--- config.mk ---
export PLATFORM = sky130hd
export DESIGN_NAME = fetch_stage
export DESIGN_NICKNAME = d
export VERILOG_FILES = /design/src/rtl/pipeline_pkg.sv /design/src/rtl/if_id_reg.sv /design/src/rtl/fetch_stage.sv
export SDC_FILE = /design/constraint.sdc
export NUM_CORES = 1
export LEC_CHECK = 0
export BUFFER_PORTS_ARGS = -buffer_cell sky130_fd_sc_hd__buf_2
export CAP_MARGIN = 20
export CORE_MARGIN = 3
export CORE_UTILIZATION = 55
export DETAILED_ROUTE_END_ITERATION = 12
export GPL_TIMING_DRIVEN = 0
export PLACE_DENSITY = 0.84
export SKIP_LAST_GASP = 1
export SLEW_MARGIN = 15
export SYNTH_ARGS = -nofsm -noshare
export SYNTH_HDL_FRONTEND = slang
export SYNTH_HIERARCHICAL = 1
export SYNTH_SLANG_ARGS = --single-unit
--- constraint.sdc ---
create_clock -name clk -period 6.75 [get_ports clk]
set_input_delay 0.3375 -clock clk [delete_from_list [all_inputs] [get_ports clk]]
set_output_delay 0.3375 -clock clk [all_outputs]
set_load 0.02 [all_outputs]
--- src/rtl/pipeline_pkg.sv ---
// Shared pipeline definitions: bubble encoding, reset PC, fetch FSM encoding
// and IF/ID field widths used by fetch and decode.
package pipeline_pkg;

  localparam logic [31:0] NOP_INSTR     = 32'h0000_0013;
  localparam logic [31:0] RESET_PC      = 32'h0000_0000;
  localparam int          IF_ID_PC_W    = 32;
  localparam int          IF_ID_INSTR_W = 32;

  typedef enum logic {
    ST_RUN  = 1'b0,
    ST_HALT = 1'b1
  } fetch_state_e;

endpackage

--- src/rtl/if_id_reg.sv ---
// Pipeline register carrying {pc, instr, valid}; bubble beats hold beats load.
// A bubble clears the PC and loads the NOP encoding with valid deasserted.
module if_id_reg
  import pipeline_pkg::*;
#(
  parameter int                 PC_W    = IF_ID_PC_W,
  parameter int                 INSTR_W = IF_ID_INSTR_W,
  parameter logic [INSTR_W-1:0] NOP     = INSTR_W'(NOP_INSTR)
) (
  input  logic               clk,
  input  logic               rst,
  input  logic               bubble_i,
  input  logic               hold_i,
  input  logic [PC_W-1:0]    pc_i,
  input  logic [INSTR_W-1:0] instr_i,
  output logic [PC_W-1:0]    pc_o,
  output logic [INSTR_W-1:0] instr_o,
  output logic               valid_o
);

  logic [PC_W-1:0]    pc_q, pc_d;
  logic [INSTR_W-1:0] instr_q, instr_d;
  logic               valid_q, valid_d;

  always_comb begin
    pc_d    = pc_i;
    instr_d = instr_i;
    valid_d = 1'b1;
    if (bubble_i) begin
      pc_d    = '0;
      instr_d = NOP;
      valid_d = 1'b0;
    end else if (hold_i) begin
      pc_d    = pc_q;
      instr_d = instr_q;
      valid_d = valid_q;
    end
  end

  always_ff @(posedge clk) begin
    if (rst) begin
      pc_q    <= '0;
      instr_q <= NOP;
      valid_q <= 1'b0;
    end else begin
      pc_q    <= pc_d;
      instr_q <= instr_d;
      valid_q <= valid_d;
    end
  end

  assign pc_o    = pc_q;
  assign instr_o = instr_q;
  assign valid_o = valid_q;

endmodule

--- src/rtl/fetch_stage.sv ---
// Instruction-fetch stage: owns the PC, addresses the combinational ROM and
// fills IF/ID; a zero ROM word marks end of program and freezes fetch.
module fetch_stage
  import pipeline_pkg::*;
#(
  parameter int                    ADDR_WIDTH = 8,
  parameter int                    DATA_WIDTH = 32,
  parameter logic [31:0]           RESET_PC   = pipeline_pkg::RESET_PC,
  parameter logic [DATA_WIDTH-1:0] NOP_INSTR  = DATA_WIDTH'(pipeline_pkg::NOP_INSTR)
) (
  input  logic                  clk,
  input  logic                  rst,
  input  logic                  stall_i,
  input  logic                  flush_i,
  input  logic                  branch_taken_i,
  input  logic [31:0]           branch_target_i,
  output logic [ADDR_WIDTH-1:0] rom_addr_o,
  input  logic [DATA_WIDTH-1:0] rom_data_i,
  output logic [31:0]           if_id_pc_o,
  output logic [DATA_WIDTH-1:0] if_id_instr_o,
  output logic                  if_id_valid_o,
  output logic                  halt_o,
  output logic [31:0]           fetch_count_o
);

  logic [31:0]  pc_q, pc_d;
  logic [31:0]  count_q, count_d;
  fetch_state_e state_q, state_d;
  logic         bubble, hold;

  always_comb begin
    pc_d    = pc_q;
    count_d = count_q;
    state_d = state_q;
    bubble  = 1'b0;
    hold    = 1'b0;
    if (branch_taken_i) begin
      // Low bits are silently dropped; misaligned targets are not an error.
      pc_d    = branch_target_i & ~32'h3;
      state_d = ST_RUN;
      bubble  = 1'b1;
    end else if (flush_i) begin
      bubble = 1'b1;
      if (!stall_i) pc_d = pc_q + 32'd4;
    end else if (stall_i) begin
      hold = 1'b1;
    end else if (state_q == ST_HALT) begin
      bubble = 1'b1;
    end else if (rom_data_i != '0) begin
      pc_d    = pc_q + 32'd4;
      count_d = count_q + 32'd1;
    end else begin
      bubble  = 1'b1;
      state_d = ST_HALT;
    end
  end

  always_ff @(posedge clk) begin
    if (rst) begin
      pc_q    <= RESET_PC;
      count_q <= '0;
      state_q <= ST_RUN;
    end else begin
      pc_q    <= pc_d;
      count_q <= count_d;
      state_q <= state_d;
    end
  end

  if_id_reg #(
    .PC_W    (32),
    .INSTR_W (DATA_WIDTH),
    .NOP     (NOP_INSTR)
  ) u_if_id (
    .clk      (clk),
    .rst      (rst),
    .bubble_i (bubble),
    .hold_i   (hold),
    .pc_i     (pc_q),
    .instr_i  (rom_data_i),
    .pc_o     (if_id_pc_o),
    .instr_o  (if_id_instr_o),
    .valid_o  (if_id_valid_o)
  );

  // Upper PC bits are ignored, so the ROM aliases across the address space.
  assign rom_addr_o    = pc_q[ADDR_WIDTH+1:2];
  assign halt_o        = (state_q == ST_HALT);
  assign fetch_count_o = count_q;

endmodule

# [After elaboration in Yosys (flattened, before gate mapping)]
# Index checks and enable logic that the tools add are counted.
[word_totals] reg_bits=130
[classes] n_reduce_logical=9 mux=14 bitwise_logic=4 n_eq_ne=3 addsub=2
[op_table] cell="two-way mux 32 bit" count=6
[op_table] cell="adder 32 x 1 -> 32 bit, second input constant" count=1
[op_table] cell="adder 32 x 3 -> 32 bit, second input constant" count=1
[op_table] cell="nonzero test 32 bit" count=1
[op_table] cell="two-way mux 1 bit" count=8
[op_table] cell="AND reduction 3 bit" count=2
[op_table] cell="AND reduction 5 bit" count=1
[op_table] cell="NOT 1 bit" count=4
[op_table] cell="OR reduction 2 bit" count=2
[op_table] cell="!= test 3 bit, second input constant" count=1
[op_table] cell="nonzero test 3 bit" count=1
[op_table] cell="!= test 2 x 1 -> 1 bit, second input constant" count=1
[op_table] cell="!= test 2 bit, second input constant" count=1
[op_table] cell="AND reduction 2 bit" count=1
[op_table] cell="nonzero test 2 bit" count=1

# [Depth between registers and ports, before layout]
# Gate-level depths: netlist (run 1).
[depth] word_depth=7 depth_mapped=9 mapped_depth_nobuf=7

# [Hierarchy]
# The synthesis (run 1) kept the hierarchy.
[modules_own_cells] module="fetch_stage" seq_area_each_um2=1261.2 area_per_inst_um2=3535.9 instances=1 cells_each=441
[modules_own_cells] module="if_id_reg" seq_area_each_um2=1301.2 area_per_inst_um2=2333.5 instances=1 cells_each=211

# [Worst setup path after synthesis (run 1)]
# OpenSTA, ideal clock, no wires.
[synth_path] kind="register to register" start="register count_q[3] (netlist: fetch_count_o[3])" end="register count_q[27] (netlist: fetch_count_o[27])" arrival_ps=2457 setup_slack_ps=4223 n_path_buf=0 synth_period_minus_slack_ps=2527 path_stages_with_launch=7 cell_sequence="dfxtp_1 -> and4_1 -> nand4_1 -> or3_1 -> or4_4 -> or4_1 -> a21oi_1"
[synth_via] elab_chain_cells=1
[synth_lines] item="start, declared" line_no="fetch_stage.sv:27" text="logic [31:0] count_q, count_d;"
[synth_lines] item="start signal, assigned" line_no="fetch_stage.sv:65" text="count_q <= count_d;"
[synth_lines] item="adder 32 x 1 -> 32 bit" line_no="fetch_stage.sv:51" text="count_d = count_q + 32'd1;"
# Every way passes these cells.
# A chain may end at the register's enable or synchronous reset.

# [Worst setup path after layout (run 1)]
[layout_path] start="input rom_data_i[25]" end="register count_q[24] (netlist: fetch_count_o[24])"
[layout_via] elab_chain_cells=2
[layout_lines] item="start, declared" line_no="fetch_stage.sv:18" text="input logic [DATA_WIDTH-1:0] rom_data_i,"
[layout_lines] item="nonzero test 32 bit" line_no="fetch_stage.sv:49" text="end else if (rom_data_i != '0) begin"
[layout_lines] item="AND reduction 5 bit (no source line)"
# Every way passes these cells.

==> results.toml, run 1 <==
[outcome]
status = "finished, final reports clean"

[global_route]
gr-usage-met2_pct = 49.08
use_met1_pct = 34.72
grt_pass1_vias = 5311
grt-ovfl-total = 0
grt_use_total_pct = 28.87
grt_start_max_net_pins = 17
met3_usage_pct = 8.103
antenna_found_initial = 0
busiest_layer = "met2"
grt_pass1_wl_um = 26680

[cells_and_area]
seq_area_sq_mm = 0.002562
multi_input_area_sq_mm = 0.002959
nets = 913
syn_to_final_growth_pct = 28.31
stdcell_area_sq_mm = 0.007531
antenna_cells = 0
drive_gt1_share_pct = 27.02
nFillCells = 791

[placed_design]
gp_congestion = 0.9267
place_area_sq_mm = 0.006894
numPortBuffers = 170
dp_hpwl_um = 12710

[die]
num_rows = 37
die_area_sq_mm = 0.01195
die_height_um = 109.3
ios = 175
die_w_um = 109.3
start_util_pct = 56.60
core_sq_mm = 0.01037

[clock_tree]
clk_latency_ns = 0.51
ctsHoldBuffers = 0
cts_resized = 0
cts_root_buf = "clkbuf_8"
postCtsSetupBuffers = 0
clk_path_buf_depth = 2
cts_tree = "built"
htree_num_levels = 4
cts.sinks = 128
cts_made_buffers = 17
clkTransAtPathRegs_ns = 0.06

[setup_path]
critical-path-top-delay-family = "buffers and inverters"
crit_path_max_incr_delay_ns = 0.86
rrSetupSlack_ns = 4.08
cp_slowest_cell = "o41ai_2"
worstPathBufferInverterCount = 3
required_ns = 7.14
critical_path.max_fanout = 10
cp_cell_sequence = "buf_2 -> nor4_1 -> nand2_1 -> o41ai_2 -> clkbuf_1 -> clkbuf_1 -> nor4_1 -> xnor2_1 -> nor2_1"
cp_num_cells = 9
crit_path_end_kind = "flip-flop"
worst-setup-path-type = "input port to flip-flop"
crit_arrival_ns = 3.08
startpoint = "rom_data_i[25]"
crit-reg2reg-launch = "pc_q[4]"
critPathLaunchType = "input port"
reg2reg_depth = 6

[routing]
drt-vias-per-instance = 5.673
drcViolationCount = 0
drt_pre_antenna_iters = 5
vias = 5622
wl_per_cell_um = 17.41
ant_nets = 0
drtIter0Drc = 412
routed_wl_um = 17260

[logic_synthesis]
yosys_warnings = 6
netlist_instances = 652
yosysSeqAreaShare_pct = 43.66
synthSimpleGateAreaFrac_pct = 21.17
synth_common_cells = "dfxtp_1 (128), nor2_1 (114), mux2i_1 (65)"
synth_compound_area_share_pct = 10.85
synthAdderAreaFrac_pct = 0.4263
synthMuxAreaShare_pct = 11.28
synth_area_sq_mm = 0.005869
yosys.area_share.xor_xnor_pct = 6.566
synth.top_cell.area_share_pct = 43.66
synthDistinctLibCells = 42
ys_seq_elements = 128
async_flop_share_pct = 0
yosysMostFrequentCell = "dfxtp_1"
synth_edf_count = 0
syn_area_per_cell_sq_um = 9.002
synth_area_leaders = "dfxtp_1 (44%), mux2i_1 (11%), nor2_1 (7.3%)"
ys.flop_type = "dfxtp_1"
synth_top_family_by_area = "simple AND/OR/NAND/NOR gates"
yosys.area.top_type = "dfxtp_1"

[power_and_ir_drop]
pwr-share-comb_pct = 8.3
power_density_mw_per_mm2 = 258.0
vdd_ir_drop_max_v = 0.0001540
p_seq_share_pct = 41.3
switching_share_pct = 22.59
p_int_w = 0.001504
p_switching_w = 0.0004389
clkPwrFrac_pct = 50.4
leakage_nw = 2.963

[timing]
rsz0062_at_grt = "no"
finalCritPeriodShare_pct = 39.91
hold_viol = 0
fin_crit_ns = 2.694
setup-violations-final = 0
slew_viol_final = 0
tightest_slew_ns = 0.9748
fmax_mhz = 371.2
clock_skew_ns = 0.007899
finalSetupTns_ns = 0
relSlewSlack_pct = 34.41

[hold_path]
hold_class = "input port to flip-flop"
hp-start = "branch_taken_i"
min_path_cells = 2

[run]
maxCapViolations = 0
-- flip-flops by register name, summed over array words and instances (netlist names) --
signal / flops
pc_q: 30
halt_o: 1
fetch_count_o: 32
u_if_id/valid_o: 1
u_if_id/pc_o: 32
u_if_id/instr_o: 32
-- path summary, 6_finish.rpt --
check	end
max	fetch_count_o[24]
min	halt_o
max reg2reg	pc_q[22]
min reg2reg	u_if_id/valid_o
-- through the flow --
| step | util, % | setup slack, ns | hold slack (ns) | instances | power [W] |
|---|---|---|---|---|---|
| floorplan | - | 4.223 | 0.4465 | 653 | 0.0009127 |
| global placement | 66.48 | 3.560 | 0.4400 | 959 | 0.0009719 |
| detailed placement | 66.48 | 3.580 | 0.4485 | 959 | 0.0009766 |
| CTS | 72.62 | 4.123 | 0.01405 | 991 | 0.001955 |
| global route | 72.62 | 3.876 | 0.03194 | 991 | 0.002012 |
| finish | 72.62 | 4.056 | 0.04023 | 991 | 0.001943 |
-- layer usage --
layer  share of wire (%)  routed length [um]
met2                  48                8199
met5                   0                   0
met3                  10                1727
met4                 2.3                 401
met1                  40                6929
-- cell usage in the layout (no fill, tap or decap), types with 12 or more instances in the layout --
cell / instances
a2111oi_0: 14
a211oi_1: 33
nand4_1: 15
dfxtp_1: 128
nand3_1: 21
nand2_1: 32
xnor2_1: 44
o21ai_0: 12
buf_2: 175
clkbuf_1: 26
nor4_1: 21
mux2i_1: 65
a21oi_1: 19
nor2_1: 114
clkbuf_16: 16
-- kinds of logic after synthesis --
family / after synthesis
other cells: 1
xor+xnor: 44
fa+ha+maj: 2
buf+inv: 62
compound gates: 91
flops: 128
mux: 66
simple gates: 258
-- area by class of cell --
| class | instances | share of cell area, % |
|---|---|---|
| Inverter | 12 | 0.5981 |
| Buffer | 50 | 4.070 |
| Multi-Input combinational cell | 463 | 39.29 |
| Clock inverter | 9 | 2.392 |
| Tap cell | 136 | 2.260 |
| Sequential cell | 128 | 34.03 |
| Clock buffer | 23 | 6.064 |
| Timing Repair Buffer | 170 | 11.30 |
-- power groups by stage --
stage	clock network, W	registers [W]	logic (W)
after CTS	0.000993	0.000802	0.000160
after global routing	0.00103	0.000805	0.000174
after detailed placement	0	0.000818	0.000159
final	0.000978	0.000803	0.000161
after global placement	0	0.000816	0.000155
after floorplan	0	0.000823	0.0000901
(Power assumes the default switching activity.)
==> inputs of run 2 (changes only) <==
--- a/config.mk
+++ b/config.mk
@@ -8,10 +8,10 @@
 export BUFFER_PORTS_ARGS = -buffer_cell sky130_fd_sc_hd__buf_2
 export CAP_MARGIN = 20
 export CORE_MARGIN = 3
-export CORE_UTILIZATION = 55
+export CORE_UTILIZATION = 47
 export DETAILED_ROUTE_END_ITERATION = 12
 export GPL_TIMING_DRIVEN = 0
-export PLACE_DENSITY = 0.84
+export PLACE_DENSITY = 0.77
 export SKIP_LAST_GASP = 1
 export SLEW_MARGIN = 15
 export SYNTH_ARGS = -nofsm -noshare
==> constraint.sdc (replaced) <==
create_clock -name clk -period 2.3 [get_ports clk]
set_input_delay 0.115 -clock clk [delete_from_list [all_inputs] [get_ports clk]]
set_output_delay 0.115 -clock clk [all_outputs]
set_load 0.02 [all_outputs]
==> results.toml, run 2 (same netlist as run 1, synthesis figures left out) <==
[setup_path]
crit-reg2reg-launch = "fetch_count_o[3]"
cp_cell_sequence = "and4_4 -> nand4_1 -> or3_1 -> or4_4 -> buf_6 -> or3_1 -> a21oi_2"
crit_path_end_kind = "flip-flop"
crit_end = "fetch_count_o[25]"
startpoint = "fetch_count_o[3]"
rrSetupSlack_ns = -0.02
crit_path_max_incr_delay_ns = 0.47
critical_path.max_fanout = 5
worst-setup-path-type = "flip-flop to flip-flop"
cp_common_cell = "or3_1"
critPathLaunchType = "flip-flop"
cp_slowest_cell = "or4_4"
crit_arrival_ns = 2.67
rr_endpoint = "fetch_count_o[25]"
required_ns = 2.65
reg2reg_depth = 7

[timing]
fin_ws_ns = -0.02020
clock_skew_ns = 0.009833
slew_viol_final = 0
fmax_mhz = 431.0
hold_ws_ns = 0.01451
rsz0062_at_grt = "yes"
relSlewSlack_pct = 57.69
setup-violations-final = 2
finalCritPeriodShare_pct = 100.9
hold_viol = 0
fin_crit_ns = 2.320
tightest_slew_ns = 0.6346

[power_and_ir_drop]
p_switching_w = 0.001306
p_seq_share_pct = 42.2
power_density_mw_per_mm2 = 666.4
leakage_nw = 3.331
pwr-share-comb_pct = 10.0
p_int_w = 0.004264
switching_share_pct = 23.45
vdd_ir_drop_max_v = 0.0003939
clkPwrFrac_pct = 47.8

[placed_design]
place_area_sq_mm = 0.006955
numPortBuffers = 170
gp_congestion = 0.9394
dp_hpwl_um = 12120

[routing]
ant_nets = 0
vias = 5967
routed_wl_um = 18450
drt-vias-per-instance = 5.469
drt_pre_antenna_iters = 5
drtIter0Drc = 293
drcViolationCount = 0
wl_per_cell_um = 16.91

[clock_tree]
clk_latency_ns = 0.42
clk_path_buf_depth = 2
cts_tree = "built"
cts.sinks = 128
cts_made_buffers = 17
cts_root_buf = "clkbuf_16"
htree_num_levels = 4
clkTransAtPathRegs_ns = 0.05

[outcome]
status = "finished with violations"
violations = "setup timing"

[cells_and_area]
antenna_cells = 0
stdcell_area_sq_mm = 0.008358
mostFrequentLayoutCell = "buf_2"
nFillCells = 975
drive_gt1_share_pct = 29.90
final_cell_mix = "buf_2 (177), dfxtp_1 (120), nor2_1 (113)"
syn_to_final_growth_pct = 42.40
multi_input_area_sq_mm = 0.003099
seq_area_sq_mm = 0.002585
nets = 983

[global_route]
grt_start_max_net_pins = 17
grt-ovfl-total = 0
antenna_found_initial = 0
grt_pass1_vias = 5686
grt_use_total_pct = 26.08
grt_pass1_wl_um = 29370

[run]
maxCapViolations = 0

[die]
die_area_sq_mm = 0.01387
ios = 175
die_height_um = 117.8
num_rows = 40
die_w_um = 117.8
core_sq_mm = 0.01211
start_util_pct = 48.46

[hold_path]
hold_class = "input port to flip-flop"
## run 2: worst min path at each step
stage	from	cells after the start	slack [ns]	end
finish	branch_target_i[29]	3	0.01	pc_q[29]
floorplan	rst	2	0.22	u_if_id/instr_o[0]
global route	branch_target_i[29]	3	0.005	pc_q[29]
detailed placement	branch_taken_i	2	0.34	halt_o
global placement	branch_taken_i	2	0.34	halt_o
CTS	branch_target_i[29]	3	0.001	pc_q[29]
## run 2: layout make-up
| class | count | share of cell area, % |
|---|---|---|
| clock buffer | 24 | 6.003 |
| buffer | 49 | 3.713 |
| multi-input combinational | 463 | 37.08 |
| inverter | 12 | 0.5389 |
| sequential | 128 | 30.93 |
| tap | 168 | 2.515 |
| clock inverter | 6 | 0.9581 |
| timing repair buffer | 241 | 18.26 |
## run 2: power by group through the flow
| stage | clock (W) | combinational [W] | sequential, W |
|---|---|---|---|
| 3_3_place_gp | 0 | 0.000459 | 0.00239 |
| 4_1_cts | 0.00269 | 0.000544 | 0.00235 |
| 6_report | 0.00266 | 0.000559 | 0.00235 |
| 2_1_floorplan | 0 | 0.000265 | 0.00241 |
| 3_5_place_dp | 0 | 0.000463 | 0.00239 |
| 5_1_grt | 0.00277 | 0.000601 | 0.00236 |
## run 2: per-layer routing
metal	vias up	part of all wire [%]	track usage, %	routed length (um)
li1	2847	-	-	-
met1	2822	44	33.72	8047
met2	270	47	42.29	8695
met3	28	7.5	7.208	1383
met4	0	1.8	8.498	326
met5	-	0	0	0
## run 2: what timing repair did
item	in CTS	in global routing
setup endpoints to repair	35	99
endpoints found under the hold margin	57	0
buffers inserted	6	6
pin swaps	3	12
cloned	0	1
hold buffers	58	0
gates resized for setup	10	32
## run 2: critical path, delay by kind of cell, from the launching register on
kind                   cells  cell delay [ns]
and+or+nand+nor            5             1.60
DFF                        1             0.37
buffers and inverters      1             0.15
AOI/OAI and AO/OA          1             0.14
## run 2: stage by stage
| step | setup TNS, ns | cells | power, W | worst slack (ns) | utilization (%) |
|---|---|---|---|---|---|
| finish | -0.03289 | 1091 | 0.005570 | -0.02020 | 69.01 |
| global route | -0.5705 | 1091 | 0.005730 | -0.1177 | 69.01 |
| CTS | 0 | 1085 | 0.005581 | 0.02109 | 67.75 |
| detailed placement | -34.17 | 991 | 0.002857 | -0.6577 | 57.43 |
| global placement | -33.97 | 991 | 0.002850 | -0.6856 | 57.43 |
| floorplan | 0 | 653 | 0.002674 | 0.009767 | - |
